## src/rtl/am25ls2521_eqcmp_pkg.sv

```systemverilog
// am25ls2521_eqcmp_pkg
// Shared constants for the identity comparator slice.
// The equal indication is active-low throughout, so the constants are
// named by meaning rather than by level.
package am25ls2521_eqcmp_pkg;

  localparam logic EQ_ACTIVE   = 1'b0;  // operands equal and compare enabled
  localparam logic EQ_INACTIVE = 1'b1;  // not equal, or compare disabled

endpackage

```

## src/rtl/am25ls2521_eqcmp_if.sv

```systemverilog
// am25ls2521_eqcmp_if
// Groups the comparator operand and result signals.
//   a, b    : operands (WIDTH bits)
//   ein_    : active-low cascade enable
//   eout_   : combinational active-low equal
//   eout_q  : eout_ registered one cycle
//   diff_q  : registered per-bit mismatch, zero while disabled
// master : the side that supplies operands and observes results
// slave  : the comparator itself
interface am25ls2521_eqcmp_if #(
  parameter int WIDTH = 8
);

  logic [WIDTH-1:0] a;
  logic [WIDTH-1:0] b;
  logic             ein_;
  logic             eout_;
  logic             eout_q;
  logic [WIDTH-1:0] diff_q;

  modport master (
    output a, b, ein_,
    input  eout_, eout_q, diff_q
  );

  modport slave (
    input  a, b, ein_,
    output eout_, eout_q, diff_q
  );

endinterface

```

## src/rtl/am25ls2521_eqcmp_core.sv

```systemverilog
// am25ls2521_core
// Purely combinational identity compare.
//   a_i, b_i : operands
//   ein_i    : active-low enable, 1 forces "not equal"
//   eout_o   : active-low equal
//   diff_o   : raw per-bit mismatch (a XOR b), not gated by enable
module am25ls2521_core
  import am25ls2521_eqcmp_pkg::*;
#(
  parameter int WIDTH = 8
) (
  input  logic [WIDTH-1:0] a_i,
  input  logic [WIDTH-1:0] b_i,
  input  logic             ein_i,
  output logic             eout_o,
  output logic [WIDTH-1:0] diff_o
);

  assign diff_o = a_i ^ b_i;

  // Reduction OR rather than ==, so one known differing bit yields a known
  // "not equal" even when the remaining bits are X/Z; ein_=1 likewise
  // dominates any unknown operand.
  assign eout_o = ein_i | (|diff_o);

endmodule

```

## src/rtl/am25ls2521_eqcmp.sv

```systemverilog
// am25ls2521_eqcmp
// N-bit identity comparator with active-low cascade enable and equal out.
// The combinational eout_ is kept for cascading (stage k eout_ feeds
// stage k+1 ein_); registered copies are provided for status/debug.
//   clk : system clock, registers update on rising edge
//   rst : synchronous active-high reset (does not touch eout_)
//   cmp : comparator signals, see am25ls2521_eqcmp_if
module am25ls2521_eqcmp
  import am25ls2521_eqcmp_pkg::*;
#(
  parameter int WIDTH = 8
) (
  input  logic              clk,
  input  logic              rst,
  am25ls2521_eqcmp_if.slave cmp
);

  logic             eout_c;
  logic [WIDTH-1:0] diff_c;

  logic             eout_reg_d;
  logic             eout_reg_q;
  logic [WIDTH-1:0] diff_reg_d;
  logic [WIDTH-1:0] diff_reg_q;

  am25ls2521_core #(
    .WIDTH (WIDTH)
  ) u_core (
    .a_i    (cmp.a),
    .b_i    (cmp.b),
    .ein_i  (cmp.ein_),
    .eout_o (eout_c),
    .diff_o (diff_c)
  );

  // Gating diff by the enable keeps the invariant eout_q==0 -> diff_q==0
  // and diff_q!=0 -> eout_q==1.
  always_comb begin
    eout_reg_d = eout_c;
    diff_reg_d = cmp.ein_ ? '0 : diff_c;
  end

  always_ff @(posedge clk) begin
    if (rst) begin
      eout_reg_q <= EQ_INACTIVE;
      diff_reg_q <= '0;
    end else begin
      eout_reg_q <= eout_reg_d;
      diff_reg_q <= diff_reg_d;
    end
  end

  assign cmp.eout_  = eout_c;
  assign cmp.eout_q = eout_reg_q;
  assign cmp.diff_q = diff_reg_q;

endmodule

```

## src/flat_wrapper.sv

```systemverilog
// flat-port wrapper written by rule: the top's interface ports become plain ports
module am25ls2521_eqcmp_flat import am25ls2521_eqcmp_pkg::*;
#(
  parameter int WIDTH = 8
)
  (clk, rst, cmp_a, cmp_b, cmp_ein_, cmp_eout_, cmp_eout_q, cmp_diff_q);
  am25ls2521_eqcmp_if #(.WIDTH(WIDTH)) cmp_i ();
  input  logic clk;
  input  logic rst;
  input wire logic [$bits(cmp_i.a)-1:0] cmp_a;
  input wire logic [$bits(cmp_i.b)-1:0] cmp_b;
  input wire logic [$bits(cmp_i.ein_)-1:0] cmp_ein_;
  output wire logic [$bits(cmp_i.eout_)-1:0] cmp_eout_;
  output wire logic [$bits(cmp_i.eout_q)-1:0] cmp_eout_q;
  output wire logic [$bits(cmp_i.diff_q)-1:0] cmp_diff_q;
  assign cmp_i.a = cmp_a;
  assign cmp_i.b = cmp_b;
  assign cmp_i.ein_ = cmp_ein_;
  assign cmp_eout_ = cmp_i.eout_;
  assign cmp_eout_q = cmp_i.eout_q;
  assign cmp_diff_q = cmp_i.diff_q;
  am25ls2521_eqcmp #(.WIDTH(WIDTH)) u_core (.clk(clk), .rst(rst), .cmp(cmp_i));
endmodule
```

## config.mk

```make
export PLATFORM = sky130hd
export DESIGN_NAME = am25ls2521_eqcmp_flat
export DESIGN_NICKNAME = d
export VERILOG_FILES = /design/src/rtl/am25ls2521_eqcmp_pkg.sv /design/src/rtl/am25ls2521_eqcmp_if.sv /design/src/rtl/am25ls2521_eqcmp_core.sv /design/src/rtl/am25ls2521_eqcmp.sv /design/src/flat_wrapper.sv
export SDC_FILE = /design/constraint.sdc
export NUM_CORES = 1
export LEC_CHECK = 0
export CAP_MARGIN = 20
export CORE_AREA = 2 2 39 41
export DETAILED_ROUTE_END_ITERATION = 7
export DIE_AREA = 0 0 41 43
export PLACE_DENSITY_LB_ADDON = 0.1
export RECOVER_POWER = 100
export SLEW_MARGIN = 20
export SYNTH_ARGS = -nofsm -noshare
export SYNTH_HDL_FRONTEND = slang
export SYNTH_SLANG_ARGS = --single-unit
```

## constraint.sdc

```tcl
create_clock -name clk -period 1.8 [get_ports clk]
set_clock_uncertainty 0.2 [all_clocks]
set_input_delay 0.45 -clock clk [delete_from_list [all_inputs] [get_ports clk]]
set_output_delay 0.45 -clock clk [all_outputs]
set_load 0.005 [all_outputs]
```

==> results.yml, run 1 <==
status:
  status: "finished, violations left"
  violations: "negative setup slack"
worst_setup_path:
  start_kind: "primary input"
  cp_data_arrival_time_ns: 1.31
  path_class: "primary input to output pin"
  cp.required_ns: 1.15
  cp-startpoint: "cmp_a[1]"
  crit_fanout: 2
  end_kind: "output pin"
drt:
  detail-route-antenna-nets: 0
  drcViolationCount: 0
  vias: 297
  drtIter0Drc: 2
  vias_per_cell: 3.71
  wire_per_inst_um: 7.84
  routed_wl_um: 627
  dr.pass1.iters: 3
timing:
  worst_slew_pin_slew_ns: 0.264
  finalWorstSetupSlack_ns: -0.157
  slew_headroom_pct: 82.3
  hold_viol: 0
  rsz0062_at_grt: "yes"
  finalHoldWorstSlack_ns: 0.310
  max_freq_mhz: 511
  final-max-slew-violation-count: 0
  post-route-min-period_ns: 1.96
  fin_crit_sh_pct: 109
  setup_violations: 1
layout:
  layout-drive-gt1-share_pct: 45.3
  layout_commonest_cell: "buf_2"
  n_antenna_cell: 0
  final_core_util_pct: 46.2
  fin_nets: 84
  multi_input_area_sq_um: 200
  final_cell_mix: "buf_2, clkdlybuf4s50_1, dfxtp_1"
  ff_latch_area_sq_um: 180
  syn_to_final_growth_pct: 93.6
  fillers: 157
global_routing:
  grt_pass1_vias: 278
  grt_max_degree: 10
  antenna_found_initial: 0
  globalRoute.totalOverflow: 0
  grt_pass1_wl_um: 979
  grt_usage_pct: 8.39
clock_tree:
  htreeDepth: 1
  cts_made_buffers: 3
  ctsHoldBuffers: 0
  root_buffer: "clkbuf_4"
  clk_path_buf_depth: 2
  cts.sinks: 9
  post_cts_buffers: 0
  path_clk_slew_ns: 0.06
  cts_tree: "built"
placed_design:
  io_buffers: 28
  place.gp.congestion: 0.582
  preCtsSetupSlack_ns: -0.860
logic_synthesis:
  synth_area_sq_um: 330
  syn_inst: 30
  avgSynthCellArea_sq_um: 11.0
  synth_nets: 49
  ys_seq_elements: 9
  yosysWarnings: 0
  synthDistinctLibCells: 8
  synth_seq_area_share_pct: 54.5
pwr:
  powerDensity_mw_per_mm2: 688
  leakagePower_nw: 0.271
  total_power_uw: 440
  ir_worst_vdd_uv: 178
die:
  die_width_um: 41
  die_h_um: 43
  coreArea_sq_mm: 0.00138
  rows: 14
  num_io_pins: 29
  start_util_pct: 23.9
  fp.dieArea_sq_mm: 0.00176
hold_path:
  min_from: "cmp_a[2]"
  hold_class: "primary input to register"
flow_run:
  cap_violations: 0
[registers in the layout, indices dropped and copies added (netlist names)]
name,flops
u_core.cmp.eout_q,1
u_core.cmp.diff_q,8
[final timing paths]
kind	slack, ns	to	cells after the start
max	-0.16	cmp_eout_	5
min	0.31	u_core.cmp.diff_q[2]$_SDFF_PP0_	3
[through the flow]
step	TNS (ns)	std cells	area (sq um)
2_1_floorplan	0	30	330
3_3_place_gp	-1.05	76	646
3_5_place_dp	-1.05	76	646
4_1_cts	-0.159	80	644
5_1_grt	-0.216	80	639
6_report	-0.157	80	639
[per-layer routing]
layer | GRT usage, % | routed length [um] | vias to the layer above
li1 | - | - | 159
met1 | 9.54 | 257 | 118
met2 | 11.9 | 301 | 20
met3 | 0.524 | 69 | 0
met4 | 10.0 | 0 | 0
met5 | 0 | 0 | -
[cell usage after synthesis]
| cell | count | area share, % |
|---|---|---|
| nand3_1 | 1 | 1.5 |
| nand3b_1 | 1 | 2.3 |
| nor4_1 | 2 | 3.8 |
| and2_1 | 7 | 13 |
| and2_2 | 1 | 2.3 |
| dfxtp_1 | 9 | 55 |
| nor2_1 | 1 | 1.1 |
| xor2_1 | 8 | 21 |
[worst max-delay path, stage by stage]
cell	delay, ns
buf_2	0.10
xor2_1	0.17
nor4_2	0.32
nand3b_1	0.12
buf_2	0.14
[final cells by class]
type                    instances  share of cell area (%)
well taps                      16                    3.13
repair buffers                 30                    33.3
multi-input cells              21                    31.3
clock buffers                   4                    4.11
flip-flops and latches          9                    28.2
[logic make-up after synthesis]
| logic type | count (synthesis) | share of synthesized area (%) |
|---|---|---|
| xor gates and xnor gates | 8 | 21.2 |
| DFF | 9 | 54.5 |
| and+or+nand+nor | 13 | 24.2 |
[where the power goes]
part           switching, mW  leakage (nW)  total [mW]  internal [mW]
Sequential           0.00196        0.0738       0.211          0.209
Combinational         0.0327         0.183      0.0844         0.0517
Clock                 0.0602        0.0150       0.145         0.0847
[what timing repair did]
item	in CTS	in global routing
pin swaps	11	4
resized for setup	56	9
setup endpoints to repair	1	1
Note: power is estimated with default switching activity, not from simulation.
==> inputs of run 2 (changes only) <==
--- a/config.mk
+++ b/config.mk
@@ -14,4 +14,5 @@
 export SLEW_MARGIN = 20
 export SYNTH_ARGS = -nofsm -noshare
 export SYNTH_HDL_FRONTEND = slang
+export SYNTH_HIERARCHICAL = 1
 export SYNTH_SLANG_ARGS = --single-unit
==> run 2 against run 1 <==
Net effect: the run still ends with negative setup slack left; sequential share of layout area shrank 1.8 points; sequential power is essentially flat; wire length rose by 23%; synthesized cell count is 6.7% higher; cell area grew 6.8%; critical path depth stayed put; global-route usage up 4.4 points.
==> results.yml, run 2 <==
layout:
  layout_commonest_cell: "clkdlybuf4s50_1"
  fillers: 145
  layout-drive-gt1-share_pct: 28.6
  fin_nets: 83
  final_cell_mix: "clkdlybuf4s50_1, dfxtp_1, nor3b_1"
  n_antenna_cell: 0
  final_core_util_pct: 49.4
  final_cells: 79
  syn_to_final_growth_pct: 90.2
  design_area_sq_um: 683
  largest_register_ffs: 8
logic_synthesis:
  ys_seq_elements: 9
  synthDistinctLibCells: 9
  ys_top_cells_by_count: "dfxtp_1, nor3b_1, xor2_1, buf_6"
  synth_edf_count: 0
  syn_inst: 32
  synthTopCellsByArea: "dfxtp_1, xor2_1, nor3b_1, buf_6, nor4_1"
  synth_area_leader_cell: "dfxtp_1"
  synth_nets: 51
  avgSynthCellArea_sq_um: 11.2
  synthMostInstantiatedCell: "dfxtp_1"
  synth_ff_type: "dfxtp_1"
  synth_seq_area_share_pct: 50.2
  yosysWarnings: 6
  netlist.area_leader.share_pct: 50.2
  synth_area_sq_um: 359
  async_reset_ff_share_pct: 0
die:
  coreArea_sq_mm: 0.00138
  die_width_um: 41
  start_util_pct: 25.9
  fp.dieArea_sq_mm: 0.00176
  num_io_pins: 29
  die_h_um: 43
  rows: 14
timing:
  worst_slew_pin_slew_ns: 0.303
  fin_crit_sh_pct: 105
  slew_headroom_pct: 79.7
  hold_viol: 0
  max_freq_mhz: 528
  setup_violations: 1
  rsz0062_at_grt: "yes"
  finalHoldWorstSlack_ns: 0.313
  post-route-min-period_ns: 1.90
  finalWorstSetupSlack_ns: -0.0951
  setup_tns_ns: -0.0951
  final-max-slew-violation-count: 0
worst_setup_path:
  cp.depth: 5
  crit_fanout: 2
  slowest_delay_ns: 0.27
  crit_chain: "buf_8 -> xor2_4 -> nor4_2 -> nand3_1 -> buf_2"
  crit_buf_inv: 2
  start_kind: "primary input"
  slowest_stage: "nor4_2"
  cp_data_arrival_time_ns: 1.25
  end_kind: "output pin"
  cp-startpoint: "cmp_b[7]"
  cpLargestDelayFamily: "simple AND/OR/NAND/NOR gates"
  cp-endpoint: "cmp_eout_"
  path_class: "primary input to output pin"
  cp.required_ns: 1.15
placed_design:
  preCtsSetupSlack_ns: -0.796
  place.gp.congestion: 0.569
  dpl.hpwl_um: 606
  place_area_sq_um: 644
  dp_cells: 75
  io_buffers: 28
clock_tree:
  post_cts_buffers: 0
  cts.sinks: 9
  htreeDepth: 1
  cts_made_buffers: 3
  cts_tree: "built"
  path_clk_slew_ns: 0.06
  root_buffer: "clkbuf_4"
  clk_path_buf_depth: 2
drt:
  vias_per_cell: 4.14
  routed_wl_um: 769
  vias: 327
  drtIter0Drc: 3
  dr.pass1.iters: 2
  drcViolationCount: 0
  detail-route-antenna-nets: 0
  wire_per_inst_um: 9.73
pwr:
  powerDensity_mw_per_mm2: 670
  ir_worst_vdd_uv: 330
  leakagePower_nw: 0.269
  total_power_uw: 458
global_routing:
  grt_usage_pct: 12.8
  antenna_found_initial: 0
  globalRoute.totalOverflow: 0
  grt_pass1_vias: 349
  grt_pass1_wl_mm: 1.47
  grt_max_degree: 10
hold_path:
  hold_class: "primary input to register"
status:
  status: "finished, violations left"
  violations: "negative setup slack"
flow_run:
  cap_violations: 0
-- run 2: cell families (layout without fill, tap and decap cells) --
family                 after synthesis  after routing  share of synthesized area (%)
buffers and inverters                2             33                           6.27
flip-flops                           9              9                           50.2
XOR/XNOR                             8              8                           19.5
AND/OR/NAND/NOR                     13             13                           24.0
-- run 2: metal layers --
metal | global-route usage [%] | wire, um | vias up
met5 | 0 | 0 | -
met4 | 4.00 | 0 | 0
met3 | 8.90 | 77 | 0
met2 | 16.9 | 392 | 16
met1 | 16.3 | 299 | 145
li1 | - | - | 166
-- run 2: timing repair --
item / in CTS / in global routing
hold buffers: 0 / 0
endpoints found under the hold margin: 0 / 0
endpoints found under the setup margin: 1 / 1
pin swaps: 12 / 3
resized for setup: 43 / 9
-- run 2: worst min path at each step --
stage	end	startpoint	depth (start not counted)	slack, ns
floorplan	u_core/cmp.diff_q[0]$_SDFF_PP0_	cmp_ein_	2	0.44
global placement	cmp_diff_q[2]	u_core/cmp.diff_q[2]$_SDFF_PP0_	1	0.95
detailed placement	cmp_diff_q[2]	u_core/cmp.diff_q[2]$_SDFF_PP0_	1	0.95
CTS	u_core/cmp.diff_q[7]$_SDFF_PP0_	cmp_a[7]	3	0.30
global route	u_core/cmp.diff_q[7]$_SDFF_PP0_	cmp_a[7]	3	0.30
finish	u_core/cmp.diff_q[7]$_SDFF_PP0_	cmp_a[7]	3	0.31
-- run 2: where the power goes --
part           switching [mW]  internal, mW  leakage, nW
Combinational          0.0357        0.0608        0.180
Clock                  0.0652        0.0851       0.0150
Sequential            0.00201         0.209       0.0738
-- run 2: area by class of cell --
| class | instances | area [sq um] | area share [%] |
|---|---|---|---|
| Tap cell | 16 | 20.0 | 2.93 |
| Timing Repair Buffer | 29 | 255 | 37.4 |
| Sequential cell | 9 | 180 | 26.4 |
| Multi-Input combinational cell | 21 | 201 | 29.5 |
| Clock buffer | 4 | 26.3 | 3.85 |
